[config.mk]
export PLATFORM = sky130hd
export DESIGN_NAME = bus_cycle_responder_flat
export DESIGN_NICKNAME = d
export VERILOG_FILES = /design/src/rtl/bus_cycle_responder_pkg.sv /design/src/rtl/bus_cycle_responder_if.sv /design/src/rtl/bus_cycle_responder_sync_2ff.sv /design/src/rtl/bus_cycle_responder.sv /design/src/flat_wrapper.sv
export SDC_FILE = /design/constraint.sdc
export NUM_CORES = 1
export LEC_CHECK = 0
export CORE_ASPECT_RATIO = 1.75
export CORE_MARGIN = 2
export CORE_UTILIZATION = 45
export CTS_CLUSTER_DIAMETER = 30
export CTS_CLUSTER_SIZE = 30
export DETAILED_ROUTE_END_ITERATION = 10
export HOLD_SLACK_MARGIN = 0.15
export PLACE_DENSITY_LB_ADDON = 0.15
export SKIP_LAST_GASP = 1
export SYNTH_ARGS = -nofsm -noshare
export SYNTH_HDL_FRONTEND = slang
export SYNTH_SLANG_ARGS = --single-unit
[constraint.sdc]
create_clock -name clock -period 2.3 [get_ports clock]
set_clock_uncertainty 0.2 [all_clocks]
set_input_delay 0.23 -clock clock [delete_from_list [all_inputs] [get_ports clock]]
set_output_delay 0.23 -clock clock [all_outputs]
set_load 0.1 [all_outputs]
[src/rtl/bus_cycle_responder_pkg.sv]
// Shared encodings for the k30p local bus cycle responder: DSACK port-size
// codes, active-low signal levels, responder states and counter sizing.
package k30p_bus_pkg;

  // {DSACK1, DSACK0} as driven to the 68030.
  localparam logic [1:0] DSACK_32   = 2'b00;
  localparam logic [1:0] DSACK_16   = 2'b01;
  localparam logic [1:0] DSACK_8    = 2'b10;
  localparam logic [1:0] DSACK_NONE = 2'b11;

  // All strobes, requests and acknowledges on this bus are active-low.
  localparam logic ACTIVE   = 1'b0;
  localparam logic INACTIVE = 1'b1;

  typedef enum logic [2:0] {
    IDLE,
    WAIT,
    VME,
    ACK,
    ERROR
  } resp_state_e;

  function automatic int max3(input int a, input int b, input int c);
    int m;
    m = (a > b) ? a : b;
    return (m > c) ? m : c;
  endfunction

  // Bits needed to hold 0..max_val; never less than one bit.
  function automatic int cnt_width(input int max_val);
    return (max_val < 1) ? 1 : $clog2(max_val + 1);
  endfunction

endpackage

[src/rtl/bus_cycle_responder_if.sv]
// CPU-side bus signals seen by the cycle responder. The master modport is the
// CPU/decoder/VME-bridge side; the slave modport is the responder.
//
// Handshake: a cycle is open while cpu_as is low. The responder terminates
// it by asserting exactly one of cpu_dsack (port size) or cpu_berr, holds that
// termination until cpu_as is seen high, then negates. A new cycle is only
// accepted after cpu_as has been seen high for at least one clock edge.
interface bus_cycle_responder_if;
  import k30p_bus_pkg::*;

  logic       cpu_as;
  logic       request_rom;
  logic       request_ram;
  logic       request_serial;
  logic       request_vme_a16;
  logic       request_vme_a24;
  logic       request_vme_a40;
  logic       request_unmapped;
  logic       vme_dtack;
  logic       vme_berr;
  logic [1:0] cpu_dsack;
  logic       cpu_berr;

  modport master (
    output cpu_as, request_rom, request_ram, request_serial,
           request_vme_a16, request_vme_a24, request_vme_a40,
           request_unmapped, vme_dtack, vme_berr,
    input  cpu_dsack, cpu_berr
  );

  modport slave (
    input  cpu_as, request_rom, request_ram, request_serial,
           request_vme_a16, request_vme_a24, request_vme_a40,
           request_unmapped, vme_dtack, vme_berr,
    output cpu_dsack, cpu_berr
  );

endinterface

[src/rtl/bus_cycle_responder_sync_2ff.sv]
// Two-flop synchronizer for one active-low asynchronous input. Resets to the
// inactive (high) level so nothing looks asserted coming out of reset.
module sync_2ff
  import k30p_bus_pkg::*;
(
  input  logic clock,
  input  logic reset,
  input  logic d,
  output logic q
);

  logic meta;

  // Shift the asynchronous input through two flops.
  always_ff @(posedge clock or posedge reset) begin
    if (reset) begin
      meta <= INACTIVE;
      q    <= INACTIVE;
    end else begin
      meta <= d;
      q    <= meta;
    end
  end

endmodule

[src/rtl/bus_cycle_responder.sv]
// Terminates every k30p local CPU bus cycle: per-target wait states for local
// devices, synchronized VME acknowledge/error, and a watchdog that turns
// unmapped or hung cycles into a bus error. Outputs are registered.
module bus_cycle_responder
  import k30p_bus_pkg::*;
#(
  parameter int ROM_WAIT    = 2,
  parameter int RAM_WAIT    = 1,
  parameter int SERIAL_WAIT = 3,
  parameter int TIMEOUT     = 255
) (
  input  logic                  clock,
  input  logic                  reset,
  bus_cycle_responder_if.slave  bus,
  output resp_state_e           state_dbg
);

  localparam int MAX_WAIT = max3(ROM_WAIT, RAM_WAIT, SERIAL_WAIT);
  localparam int WAIT_W   = cnt_width(MAX_WAIT);
  localparam int WD_W     = cnt_width(TIMEOUT);

  resp_state_e       state;
  logic [WAIT_W-1:0] wait_cnt;
  logic [WD_W-1:0]   wd_cnt;
  logic [1:0]        size_q;
  logic [1:0]        dsack_q;
  logic              berr_q;
  logic              dtack_s;
  logic              berr_s;
  logic              any_vme;
  logic              wd_expired;

  sync_2ff u_sync_dtack (
    .clock (clock),
    .reset (reset),
    .d     (bus.vme_dtack),
    .q     (dtack_s)
  );

  sync_2ff u_sync_berr (
    .clock (clock),
    .reset (reset),
    .d     (bus.vme_berr),
    .q     (berr_s)
  );

  assign any_vme    = (bus.request_vme_a16 == ACTIVE) ||
                      (bus.request_vme_a24 == ACTIVE) ||
                      (bus.request_vme_a40 == ACTIVE);
  assign wd_expired = (wd_cnt == WD_W'(TIMEOUT));

  // Responder FSM with registered DSACK/BERR. A cycle with no matching
  // request enters WAIT with DSACK_NONE latched, so only the watchdog ends it.
  // Unmapped cycles enter ERROR and raise BERR on the following edge, giving
  // them the same one-edge latency as a zero-wait local access.
  always_ff @(posedge clock or posedge reset) begin
    if (reset) begin
      state    <= IDLE;
      wait_cnt <= '0;
      wd_cnt   <= '0;
      size_q   <= DSACK_NONE;
      dsack_q  <= DSACK_NONE;
      berr_q   <= INACTIVE;
    end else begin
      case (state)
        IDLE: begin
          wd_cnt  <= '0;
          dsack_q <= DSACK_NONE;
          berr_q  <= INACTIVE;
          if (bus.cpu_as == ACTIVE) begin
            if (bus.request_rom == ACTIVE) begin
              wait_cnt <= WAIT_W'(ROM_WAIT);
              size_q   <= DSACK_16;
              state    <= WAIT;
            end else if (bus.request_ram == ACTIVE) begin
              wait_cnt <= WAIT_W'(RAM_WAIT);
              size_q   <= DSACK_32;
              state    <= WAIT;
            end else if (bus.request_serial == ACTIVE) begin
              wait_cnt <= WAIT_W'(SERIAL_WAIT);
              size_q   <= DSACK_8;
              state    <= WAIT;
            end else if (any_vme) begin
              size_q   <= DSACK_16;
              state    <= VME;
            end else if (bus.request_unmapped == ACTIVE) begin
              state    <= ERROR;
            end else begin
              wait_cnt <= '0;
              size_q   <= DSACK_NONE;
              state    <= WAIT;
            end
          end
        end
        WAIT: begin
          if (bus.cpu_as == INACTIVE) begin
            state <= IDLE;
          end else if (wd_expired) begin
            berr_q <= ACTIVE;
            state  <= ERROR;
          end else begin
            wd_cnt <= wd_cnt + 1'b1;
            if (wait_cnt == '0) begin
              if (size_q != DSACK_NONE) begin
                dsack_q <= size_q;
                state   <= ACK;
              end
            end else begin
              wait_cnt <= wait_cnt - 1'b1;
            end
          end
        end
        VME: begin
          if (bus.cpu_as == INACTIVE) begin
            state <= IDLE;
          end else if (wd_expired) begin
            berr_q <= ACTIVE;
            state  <= ERROR;
          end else begin
            wd_cnt <= wd_cnt + 1'b1;
            if (berr_s == ACTIVE) begin
              berr_q <= ACTIVE;
              state  <= ERROR;
            end else if (dtack_s == ACTIVE) begin
              dsack_q <= DSACK_16;
              state   <= ACK;
            end
          end
        end
        ACK: begin
          if (bus.cpu_as == INACTIVE) begin
            dsack_q <= DSACK_NONE;
            state   <= IDLE;
          end
        end
        ERROR: begin
          dsack_q <= DSACK_NONE;
          if (bus.cpu_as == INACTIVE) begin
            berr_q <= INACTIVE;
            state  <= IDLE;
          end else begin
            berr_q <= ACTIVE;
          end
        end
        default: begin
          dsack_q <= DSACK_NONE;
          berr_q  <= INACTIVE;
          state   <= IDLE;
        end
      endcase
    end
  end

  assign bus.cpu_dsack = dsack_q;
  assign bus.cpu_berr  = berr_q;
  assign state_dbg     = state;

endmodule
[src/flat_wrapper.sv]
// flat-port wrapper written by rule: the top's interface ports become plain ports
module bus_cycle_responder_flat import k30p_bus_pkg::*;
#(
  parameter int ROM_WAIT    = 2,
  parameter int RAM_WAIT    = 1,
  parameter int SERIAL_WAIT = 3,
  parameter int TIMEOUT     = 255
)
  (clock, reset, state_dbg, bus_cpu_as, bus_request_rom, bus_request_ram, bus_request_serial, bus_request_vme_a16, bus_request_vme_a24, bus_request_vme_a40, bus_request_unmapped, bus_vme_dtack, bus_vme_berr, bus_cpu_dsack, bus_cpu_berr);
  bus_cycle_responder_if bus_i ();
  input  logic clock;
  input  logic reset;
  output resp_state_e state_dbg;
  input wire logic [$bits(bus_i.cpu_as)-1:0] bus_cpu_as;
  input wire logic [$bits(bus_i.request_rom)-1:0] bus_request_rom;
  input wire logic [$bits(bus_i.request_ram)-1:0] bus_request_ram;
  input wire logic [$bits(bus_i.request_serial)-1:0] bus_request_serial;
  input wire logic [$bits(bus_i.request_vme_a16)-1:0] bus_request_vme_a16;
  input wire logic [$bits(bus_i.request_vme_a24)-1:0] bus_request_vme_a24;
  input wire logic [$bits(bus_i.request_vme_a40)-1:0] bus_request_vme_a40;
  input wire logic [$bits(bus_i.request_unmapped)-1:0] bus_request_unmapped;
  input wire logic [$bits(bus_i.vme_dtack)-1:0] bus_vme_dtack;
  input wire logic [$bits(bus_i.vme_berr)-1:0] bus_vme_berr;
  output wire logic [$bits(bus_i.cpu_dsack)-1:0] bus_cpu_dsack;
  output wire logic [$bits(bus_i.cpu_berr)-1:0] bus_cpu_berr;
  assign bus_i.cpu_as = bus_cpu_as;
  assign bus_i.request_rom = bus_request_rom;
  assign bus_i.request_ram = bus_request_ram;
  assign bus_i.request_serial = bus_request_serial;
  assign bus_i.request_vme_a16 = bus_request_vme_a16;
  assign bus_i.request_vme_a24 = bus_request_vme_a24;
  assign bus_i.request_vme_a40 = bus_request_vme_a40;
  assign bus_i.request_unmapped = bus_request_unmapped;
  assign bus_i.vme_dtack = bus_vme_dtack;
  assign bus_i.vme_berr = bus_vme_berr;
  assign bus_cpu_dsack = bus_i.cpu_dsack;
  assign bus_cpu_berr = bus_i.cpu_berr;
  bus_cycle_responder #(.ROM_WAIT(ROM_WAIT), .RAM_WAIT(RAM_WAIT), .SERIAL_WAIT(SERIAL_WAIT), .TIMEOUT(TIMEOUT)) u_core (.clock(clock), .reset(reset), .bus(bus_i), .state_dbg(state_dbg));
endmodule
==> results.ini, run 1 <==
[floorplanning]
num_rows=28
chipWidth_um=48.6
dieArea_mm2=0.00398
io_pins=18
coreArea_mm2=0.00336
die_h_um=82.0
start_util_pct=46.5

[timing]
slew_violations=0
tightestPinTransition_ps=522
setup-tns-final_ps=0
setup_violations=0
holdWs_ps=161
min_period_over_period_pct=92.0
min_period_ps=2120
fmaxAchievable_mhz=472
setup_ws_ps=183
slew_headroom_pct=65.2
hold_viol=0
rsz0062_at_grt=false

[clocking]
cts_tree=built
clock_sinks=22
clkLatencyLatePin_ps=280
post-cts-setup-buffers=0
ctsRootBufferMaster=clkbuf_8
htreeDepth=1
clk_path_buf_depth=2
clk_pin_slew_ps=90
cts_made_buffers=3

[worst_hold_path]
holdPathEnd=u_core.u_sync_dtack.q
hold_depth=0
hold_start=u_core.u_sync_dtack.meta
hp-class=flop to flop

[synthesis]
synth-main-ff-cell=dfrtp_1
synth_top_area_share_pct=20.8
yosys_warnings=0
synth_area_leaders=dfrtp_1 (21%), dfstp_2 (15%), o21ai_0 (3.2%)
synth_seq_cells=22
synth_fp_nets=189
yosysTopAreaCell=dfrtp_1
synth.distinct_cells=64
seq_area_frac_synth_pct=35.9
synthesis.instances=175
synth_edf_count=0
synth_area_mm2=0.00157
avgSynthCellArea_um2=8.94
synthArstFlopShare_pct=100

[cells_and_area]
nNetsFinal=215
antenna_cells=0
stdcell_area_mm2=0.00190
area_growth_pct=21.3
utilization_pct=56.5
finalNonFillerCells=245
drive_gt1_share_pct=24.5

[pwr]
post-layout-total-power_mw=2.33
power_density_mw_per_mm2=1230
seq_power_share_pct=27.3
p_sw_share_pct=45.8
leakage_nw=0.780
combinationalPowerShare_pct=56.5
power_switching_mw=1.07
clock_power_share_pct=16.2
p_int_mw=1.26
ir_drop_uv=990

[placed_design]
gp_congestion=0.919
port_buffers=17
postPlaceCellArea_mm2=0.00182
dpl_worst_slack_ps=169
dp_hpwl_mm=3.19
dp_cells=240

[critical_path]
timing.critical_path.from_type=flop
required_ps=2310
crit_path_end_kind=flop
cp_data_arrival_time_ps=2120
r2r-start=u_core.wd_cnt[0]
reg2regPathDepth=6
r2r_end=u_core.bus.cpu_dsack[0]
rrSetupSlack_ps=180
cp_max_fo=5
critPathKind=flop to flop

[routing]
num_vias=1508
firstDrtPassIters=4
drt_iter0_markers=98
routed_via_density=6.16
drcViolationCount=0
postRouteAntennaNets=0
wl_per_cell_um=17.0
wl_mm=4.17

[job]
cap_violations=0

[grt]
grt_pass1_wl_mm=7.06
antenna_found_initial=0
grt_pass1_vias=1519
grt_use_total_pct=23.4
grt_max_degree=16
grt_overflow=0

[outcome]
outcome=complete, no violations

==> power by group through the flow <==
stage / registers, mW / clock network (mW) / logic, mW
floorplan: 0.874 / 0 / 0.741
global placement: 0.635 / 0 / 1.29
detailed placement: 0.641 / 0 / 1.31
CTS: 0.634 / 0.383 / 1.31
global route: 0.650 / 0.397 / 1.43
finish: 0.636 / 0.377 / 1.32
==> state kept, by name, indices dropped and copies added (netlist names) <==
signal and cells:
u_core.u_sync_berr.q 1, u_core.bus.cpu_berr 1, u_core.state_dbg 3, u_core.wd_cnt 8, u_core.size_q 2, u_core.u_sync_berr.meta 1
u_core.u_sync_dtack.meta 1, u_core.bus.cpu_dsack 2, u_core.u_sync_dtack.q 1, u_core.wait_cnt 2
==> cells in the final DEF, fill, tap and decap left out, drive strengths merged, types with 5 or more instances in the layout <==
master,synthesis,routed
a21oi,11,11
nor2,12,12
nand2,13,13
o21ai,12,12
clkdlybuf4s50,0,11
dfrtp,13,13
nand2b,5,5
nand3,7,7
dfstp,9,9
inv,10,10
buf,8,21
==> Yosys cell counts, drive strengths merged, types with 2 or more instances <==
cell type,instances
o22a,3
and4,2
mux2i,2
or3b,2
a221oi,3
o21a,2
and3,2
nor2,12
buf,8
nand2b,5
a21oi,11
nand2,13
maj3,2
or3,2
dfstp,9
o211ai,2
clkbuf,4
a211oi,3
or2,2
o22ai,2
nand4,3
o21ai,12
inv,10
a2111oi,2
dfrtp,13
ha,2
nor4,3
o31ai,3
nand3,7
a31oi,3
==> worst max-delay path: stages, from the launching register on <==
cell	delay [ps]
dfrtp_1	430
ha_1	260
and4_1	330
a21oi_2	130
buf_4	180
o221a_2	290
o22a_2	220
==> what timing repair did <==
action,CTS,global route
hold endpoints to repair,11,0
hold buffers,1,0
setup endpoints to repair,0,2
gates resized for setup,0,2
==> kinds of logic (layout without fill, tap and decap cells) <==
group | after synthesis | after routing | share of synthesized area (%)
buf+inv | 22 | 47 | 7.27
compound gates | 63 | 63 | 29.5
fa+ha+maj | 4 | 4 | 2.88
xor+xnor | 1 | 1 | 0.560
flops | 22 | 22 | 35.9
simple gates | 60 | 60 | 21.9
mux | 3 | 3 | 2.00
==> worst max path at each step <==
stage | startpoint | to | cells past startpoint
finish | u_core.wd_cnt[0] | u_core.bus.cpu_dsack[0] | 6
global route | u_core.wait_cnt[0] | u_core.state_dbg[0] | 7
CTS | u_core.wait_cnt[0] | u_core.state_dbg[0] | 7
detailed placement | bus_cpu_as | u_core.bus.cpu_dsack[1] | 5
global placement | u_core.wait_cnt[0] | u_core.state_dbg[0] | 7
floorplan | u_core.state_dbg[0] | u_core.state_dbg[1] | 5
==> area by class of cell <==
cell class / instances / area [µm²]
Tap cell: 45 / 56.3
Inverter: 10 / 37.5
Timing Repair Buffer: 33 / 278
Clock buffer: 3 / 41.3
Multi-Input combinational cell: 131 / 891
Fill cell: 330 / 1460
Clock inverter: 1 / 30.0
Sequential cell: 22 / 566
==> metal layers <==
metal	share of wire [%]	vias up	track usage [%]
met3	3.1	21	2.00
met1	38	722	24.1
met2	54	51	46.4
met5	0	-	0
li1	-	714	-
met4	4.5	0	12.9
No activity file was read; power rests on OpenSTA's default activity.
==> run 2: changes to the inputs <==
--- a/config.mk
+++ b/config.mk
@@ -5,6 +5,7 @@
 export SDC_FILE = /design/constraint.sdc
 export NUM_CORES = 1
 export LEC_CHECK = 0
+export ABC_AREA = 0
 export CORE_ASPECT_RATIO = 1.75
 export CORE_MARGIN = 2
 export CORE_UTILIZATION = 45
==> results of run 2 <==
The final DEF is identical to that of run 1; final timing and power are the same.
==> run 3: changes to the inputs <==
--- a/config.mk
+++ b/config.mk
@@ -6,7 +6,6 @@
 export NUM_CORES = 1
 export LEC_CHECK = 0
 export ABC_AREA = 0
-export CORE_ASPECT_RATIO = 1.75
 export CORE_MARGIN = 2
 export CORE_UTILIZATION = 45
 export CTS_CLUSTER_DIAMETER = 30
==> run 3 against run 2 <==
Sequential cell count unchanged. Die area down 0.47%. Sequential power up 4.4%. Clock-buffer cell count up 1. Largest cell class unchanged. Register-to-register slack worse by 30 ps. Combinational power down 8%. Setup slack worse by 33 ps. Worst hold slack better by 3.7 ps. Global-route usage down 3.0 points. Power down 11%.
==> results.ini, run 3 (synthesis gave the netlist of run 1 again) <==
[pwr]
power_density_mw_per_mm2=1120
ir_drop_uv=726
leakage_nw=0.746

[cells_and_area]
area_growth_pct=17.8
drive_gt1_share_pct=22.2
regMostFlops=u_core.wd_cnt
ff_latch_area_um2=566
multiInputGateArea_um2=890
utilization_pct=55.3
antenna_cells=0
final_common_cell=buf_4
layout_common_cells=buf_4 (17), nand2_1 (13), nor2_1 (12)
nNetsFinal=213
largest_register_ff_count=8
n_fill_cell=323

[critical_path]
critPathLaunch=u_core.wd_cnt[1]
required_ps=2320
timing.critical_path.from_type=flop
critPathKind=flop to flop
crit_path_end_kind=flop
rrSetupSlack_ps=150
cp_max_fo=6
r2r-start=u_core.wd_cnt[1]
cp_data_arrival_time_ps=2170
r2r_end=u_core.state_dbg[1]
reg2regPathDepth=5

[routing]
num_vias=1487
drcViolationCount=0
firstDrtPassIters=4
highest_layer=met4
wl_mm=3.90
drt-met1-wl_mm=1.66
drt_iter0_markers=145
route.met2.wl_mm=1.94
postRouteAntennaNets=0
wl_per_cell_um=16.0
wl_met3_um=212
routed_via_density=6.09

[clocking]
post-cts-setup-buffers=0
cts.repair.resized=0
cts_made_buffers=3
clock_sinks=22
ctsRootBufferMaster=clkbuf_4
clk_pin_slew_ps=130
htreeDepth=1
clk_path_buf_depth=2
cts_tree=built
holdBufCountCts=3
clkLatencyLatePin_ps=320

[grt]
grt_max_degree=23
antenna_found_initial=0
grt_use_total_pct=20.4
grt_pass1_wl_mm=6.43
grt_overflow=0
grt_pass1_vias=1425

[placed_design]
port_buffers=17
gp_congestion=0.952
dp_hpwl_mm=2.86

[timing]
hold_viol=0
setup_violations=0
min_period_over_period_pct=93.5
min_period_ps=2150
fmaxAchievable_mhz=465
slew_violations=0
slew_headroom_pct=70.3
setup-tns-final_ps=0
rsz0062_at_grt=false
tightestPinTransition_ps=434

[worst_hold_path]
holdPathEnd=u_core.u_sync_berr.q
hold_depth=0
hold_start=u_core.u_sync_berr.meta
hp-class=flop to flop

[floorplanning]
chipWidth_um=63.0
die_h_um=63.0
num_rows=21
io_pins=18
dieArea_mm2=0.00397
start_util_pct=46.9
coreArea_mm2=0.00334

[outcome]
outcome=complete, no violations

[job]
cap_violations=0

run 3: per-stage QoR:
| stage | total power [mW] | area, µm² | instances | hold slack (ps) | worst slack [ps] |
|---|---|---|---|---|---|
| after global routing | 2.21 | 1840 | 244 | 170 | 7.44 |
| final | 2.06 | 1840 | 244 | 165 | 150 |
| after CTS | 2.07 | 1840 | 244 | 165 | 139 |
| after global placement | 1.85 | 1790 | 237 | 146 | 163 |
| after detailed placement | 1.87 | 1790 | 237 | 147 | 30.5 |
| after floorplan | 1.62 | 1570 | 175 | 12.3 | 8.47 |
run 3: critical path: stages (launching register included):
cell,delay (ps)
dfrtp_1,430
ha_1,270
and4_1,290
a21oi_2,320
a21o_1,210
mux2_2,340
run 3: worst max path at each step:
stage,endpoint,depth (start not counted)
floorplan,u_core.state_dbg[1],5
global placement,u_core.wd_cnt[3],6
detailed placement,u_core.wait_cnt[0],6
CTS,u_core.state_dbg[1],5
global route,u_core.wd_cnt[2],5
finish,u_core.state_dbg[1],5
run 3: power breakdown:
group	total, mW	internal, mW	switching (mW)
combinational	1.21	0.458	0.748
clock	0.193	0.0678	0.125
sequential	0.664	0.522	0.143
run 3: layer usage:
layer  vias up  global-route usage [%]
met5         -                       0
met4         0                    7.22
met3        12                    3.96
met2        59                    36.2
met1       704                    24.2
li1        712                       -
run 3: final cells by class:
class | instances | share of cell area (%)
Clock buffer | 4 | 1.42
Inverter | 10 | 2.04
Multi-Input combinational cell | 131 | 48.2
Sequential cell | 22 | 30.7
Tap cell | 46 | 3.12
Timing Repair Buffer | 31 | 14.5
==> variant: new RTL, config.mk and constraints of run 2 <==
`TIMEOUT` is set to 255 in 2 places; all go to 510.
--- a/src/rtl/bus_cycle_responder.sv
+++ b/src/rtl/bus_cycle_responder.sv
@@ -7,7 +7,7 @@
   parameter int ROM_WAIT    = 2,
   parameter int RAM_WAIT    = 1,
   parameter int SERIAL_WAIT = 3,
-  parameter int TIMEOUT     = 255
+  parameter int TIMEOUT     = 510
 ) (
   input  logic                  clock,
   input  logic                  reset,
--- a/src/flat_wrapper.sv
+++ b/src/flat_wrapper.sv
@@ -4,7 +4,7 @@
   parameter int ROM_WAIT    = 2,
   parameter int RAM_WAIT    = 1,
   parameter int SERIAL_WAIT = 3,
-  parameter int TIMEOUT     = 255
+  parameter int TIMEOUT     = 510
 )
   (clock, reset, state_dbg, bus_cpu_as, bus_request_rom, bus_request_ram, bus_request_serial, bus_request_vme_a16, bus_request_vme_a24, bus_request_vme_a40, bus_request_unmapped, bus_vme_dtack, bus_vme_berr, bus_cpu_dsack, bus_cpu_berr);
   bus_cycle_responder_if bus_i ();
Function: same outputs for any inputs over 10 cycles, from zero or initial values and one cycle with reset high; that may be too few to reach the edited logic, so the function may still have changed.
==> variant against run 2 <==
  * Hold slack worse by 0.0027 ns
  * Synthesized cell count down 17%
  * Routed wire length down 25%
  * Final area down 13%
  * Total power down 4.7%
  * Sequential cell count up 1
  * Synthesized area down 12%
  * Setup slack better by 0.024 ns
  * Highest routed layer unchanged
==> variant: results (changes against run 2) <==
Synthesis:
- The post-synthesis cell type count is 46 (was 64).
- Commonest cells in the synthesized netlist: sky130_fd_sc_hd__dfrtp_1 (14), sky130_fd_sc_hd__nor2_1 (11), sky130_fd_sc_hd__inv_1 (10) (was sky130_fd_sc_hd__dfrtp_1 (13), sky130_fd_sc_hd__nand2_1 (13), sky130_fd_sc_hd__nor2_1 (12)).
- The sequential area share after synthesis came to 42.44% (was 35.89%).
- Dominant cells by area after synthesis: sky130_fd_sc_hd__dfrtp_1 (25%), sky130_fd_sc_hd__dfstp_2 (17%), sky130_fd_sc_hd__a21oi_1 (3.3%) (was sky130_fd_sc_hd__dfrtp_1 (21%), sky130_fd_sc_hd__dfstp_2 (15%), sky130_fd_sc_hd__o21ai_0 (3.2%)).
- The number of standard cells after synthesis is 146 (was 175).
- The net count after synthesis came to 161 (was 189).

Placed design:
- The HPWL after detailed placement is 2404 microns (was 3192 microns).
- The setup slack after placement came to 0.2219 ns (was 0.1694 ns).

Global route:
- The number of global-route vias before repair came to 1127 (was 1519).
- The largest net degree at the start of global routing is 24 (was 16).
- The global router's overall resource usage is 19.43% (was 23.39%).

STA:
- The worst relative slew slack is 69.02% (was 65.18%).

Finish:
- The non-filler instance count after layout is 196 (was 245).
- The fraction of layout instances using a drive strength above 1 is 25.60% (was 24.50%).
- The count of filler cells inserted in the layout is 273 (was 330).
- The flip-flop count of the largest register after layout is 9 (was 8).
- The net total in the final layout is 184 (was 215).

Run status:
- Run status: finished, final reports clean (unchanged).

Power and ir drop:
- The static leakage is 0.7201 nW (was 0.7804 nW).
- The internal power component is 1.168 mW (was 1.262 mW).
- The worst supply voltage drop on vdd is 877.8 uV (was 990.1 uV).
- The power in sequential cells is 669 uW (was 636 uW).
- The total power is 2.220 mW (was 2.330 mW).

Die:
- The number of placement rows is 26 (was 28).

Route:
- The average vias per placed instance is 6.087 (was 6.155).
- The wire length per cell after detailed routing is 15.88 microns (was 17.01 microns).
## variant: cell count changes after synthesis, moves of 3 or more
cell                       before  now
sky130_fd_sc_hd__a21o_1         1    4
sky130_fd_sc_hd__a221oi_1       3    0
sky130_fd_sc_hd__mux2_2         1    4
sky130_fd_sc_hd__nand2_1       13    8
sky130_fd_sc_hd__nor2b_1        0    3
sky130_fd_sc_hd__nor3_1         1    6
sky130_fd_sc_hd__o21ai_0       10    4
sky130_fd_sc_hd__xnor2_1        0    4
## variant: per-stage QoR
step | TNS, ns | instance area (sq um) | hold WS (ns) | util, %
after floorplan | -0.03863 | 1396 | 0.02513 | -
after global placement | 0 | 1594 | 0.1470 | 54.44
after detailed placement | 0 | 1594 | 0.1533 | 54.44
after CTS | 0 | 1650 | 0.1561 | 56.37
after global routing | 0 | 1650 | 0.1502 | 56.37
final | 0 | 1650 | 0.1587 | 56.37
## variant: layer usage
layer,wire [microns],share of wire [%],global-route usage (%),vias to the layer above
li1,-,-,-,568
met1,1180,38,20.96,583
met2,1787,57,34.44,36
met5,0,0,0,-
met4,72,2.3,9.714,0
met3,71,2.3,2.118,6
## variant: cell type report
class | instances | share of cell area, %
Clock buffer | 3 | 2.502
Clock inverter | 1 | 0.3033
Inverter | 10 | 2.274
Sequential cell | 23 | 35.94
Tap cell | 28 | 2.123
Timing Repair Buffer | 25 | 13.19
Multi-Input combinational cell | 106 | 43.67
## variant: kinds of logic (layout without fill, tap and decap cells)
kind of cell               count (synthesis)  count (layout)  share of synthesized area (%)
buffers and inverters                     17              39                          5.973
DFF                                       23              23                          42.44
and+or+nand+nor                           52              52                          19.64
AOI/OAI and AO/OA                         37              37                          18.64
adders and majority gates                  3               3                          2.715
muxes                                      9               9                          7.420
xor gates and xnor gates                   5               5                          3.167
## variant: timing repair
item / CTS / global route
endpoints found under the hold margin: 14 / 0
setup endpoints to repair: 0 / 0
hold buffers: 1 / 0
## variant: worst paths after layout
| kind | start | end | slack, ns | depth (start not counted) |
|---|---|---|---|---|
| worst min register to register | u_core.u_sync_berr.meta$_DFF_PP1_ | u_core.u_sync_berr.q$_DFF_PP1_ | 0.16 | 0 |
| max in group asynchronous | reset | u_core.u_sync_dtack.q$_DFF_PP1_ | 0.97 | 4 |
| worst max register to register | u_core.wd_cnt[0]$_DFFE_PP0P_ | u_core.state_dbg[1]$_DFFE_PP0P_ | 0.21 | 7 |
| min in group asynchronous | reset | u_core.wd_cnt[1]$_DFFE_PP0P_ | 0.65 | 4 |
| worst max-delay path | u_core.wd_cnt[0]$_DFFE_PP0P_ | u_core.state_dbg[1]$_DFFE_PP0P_ | 0.21 | 7 |
| worst min-delay path | bus_vme_berr | u_core.u_sync_berr.meta$_DFF_PP1_ | 0.16 | 1 |
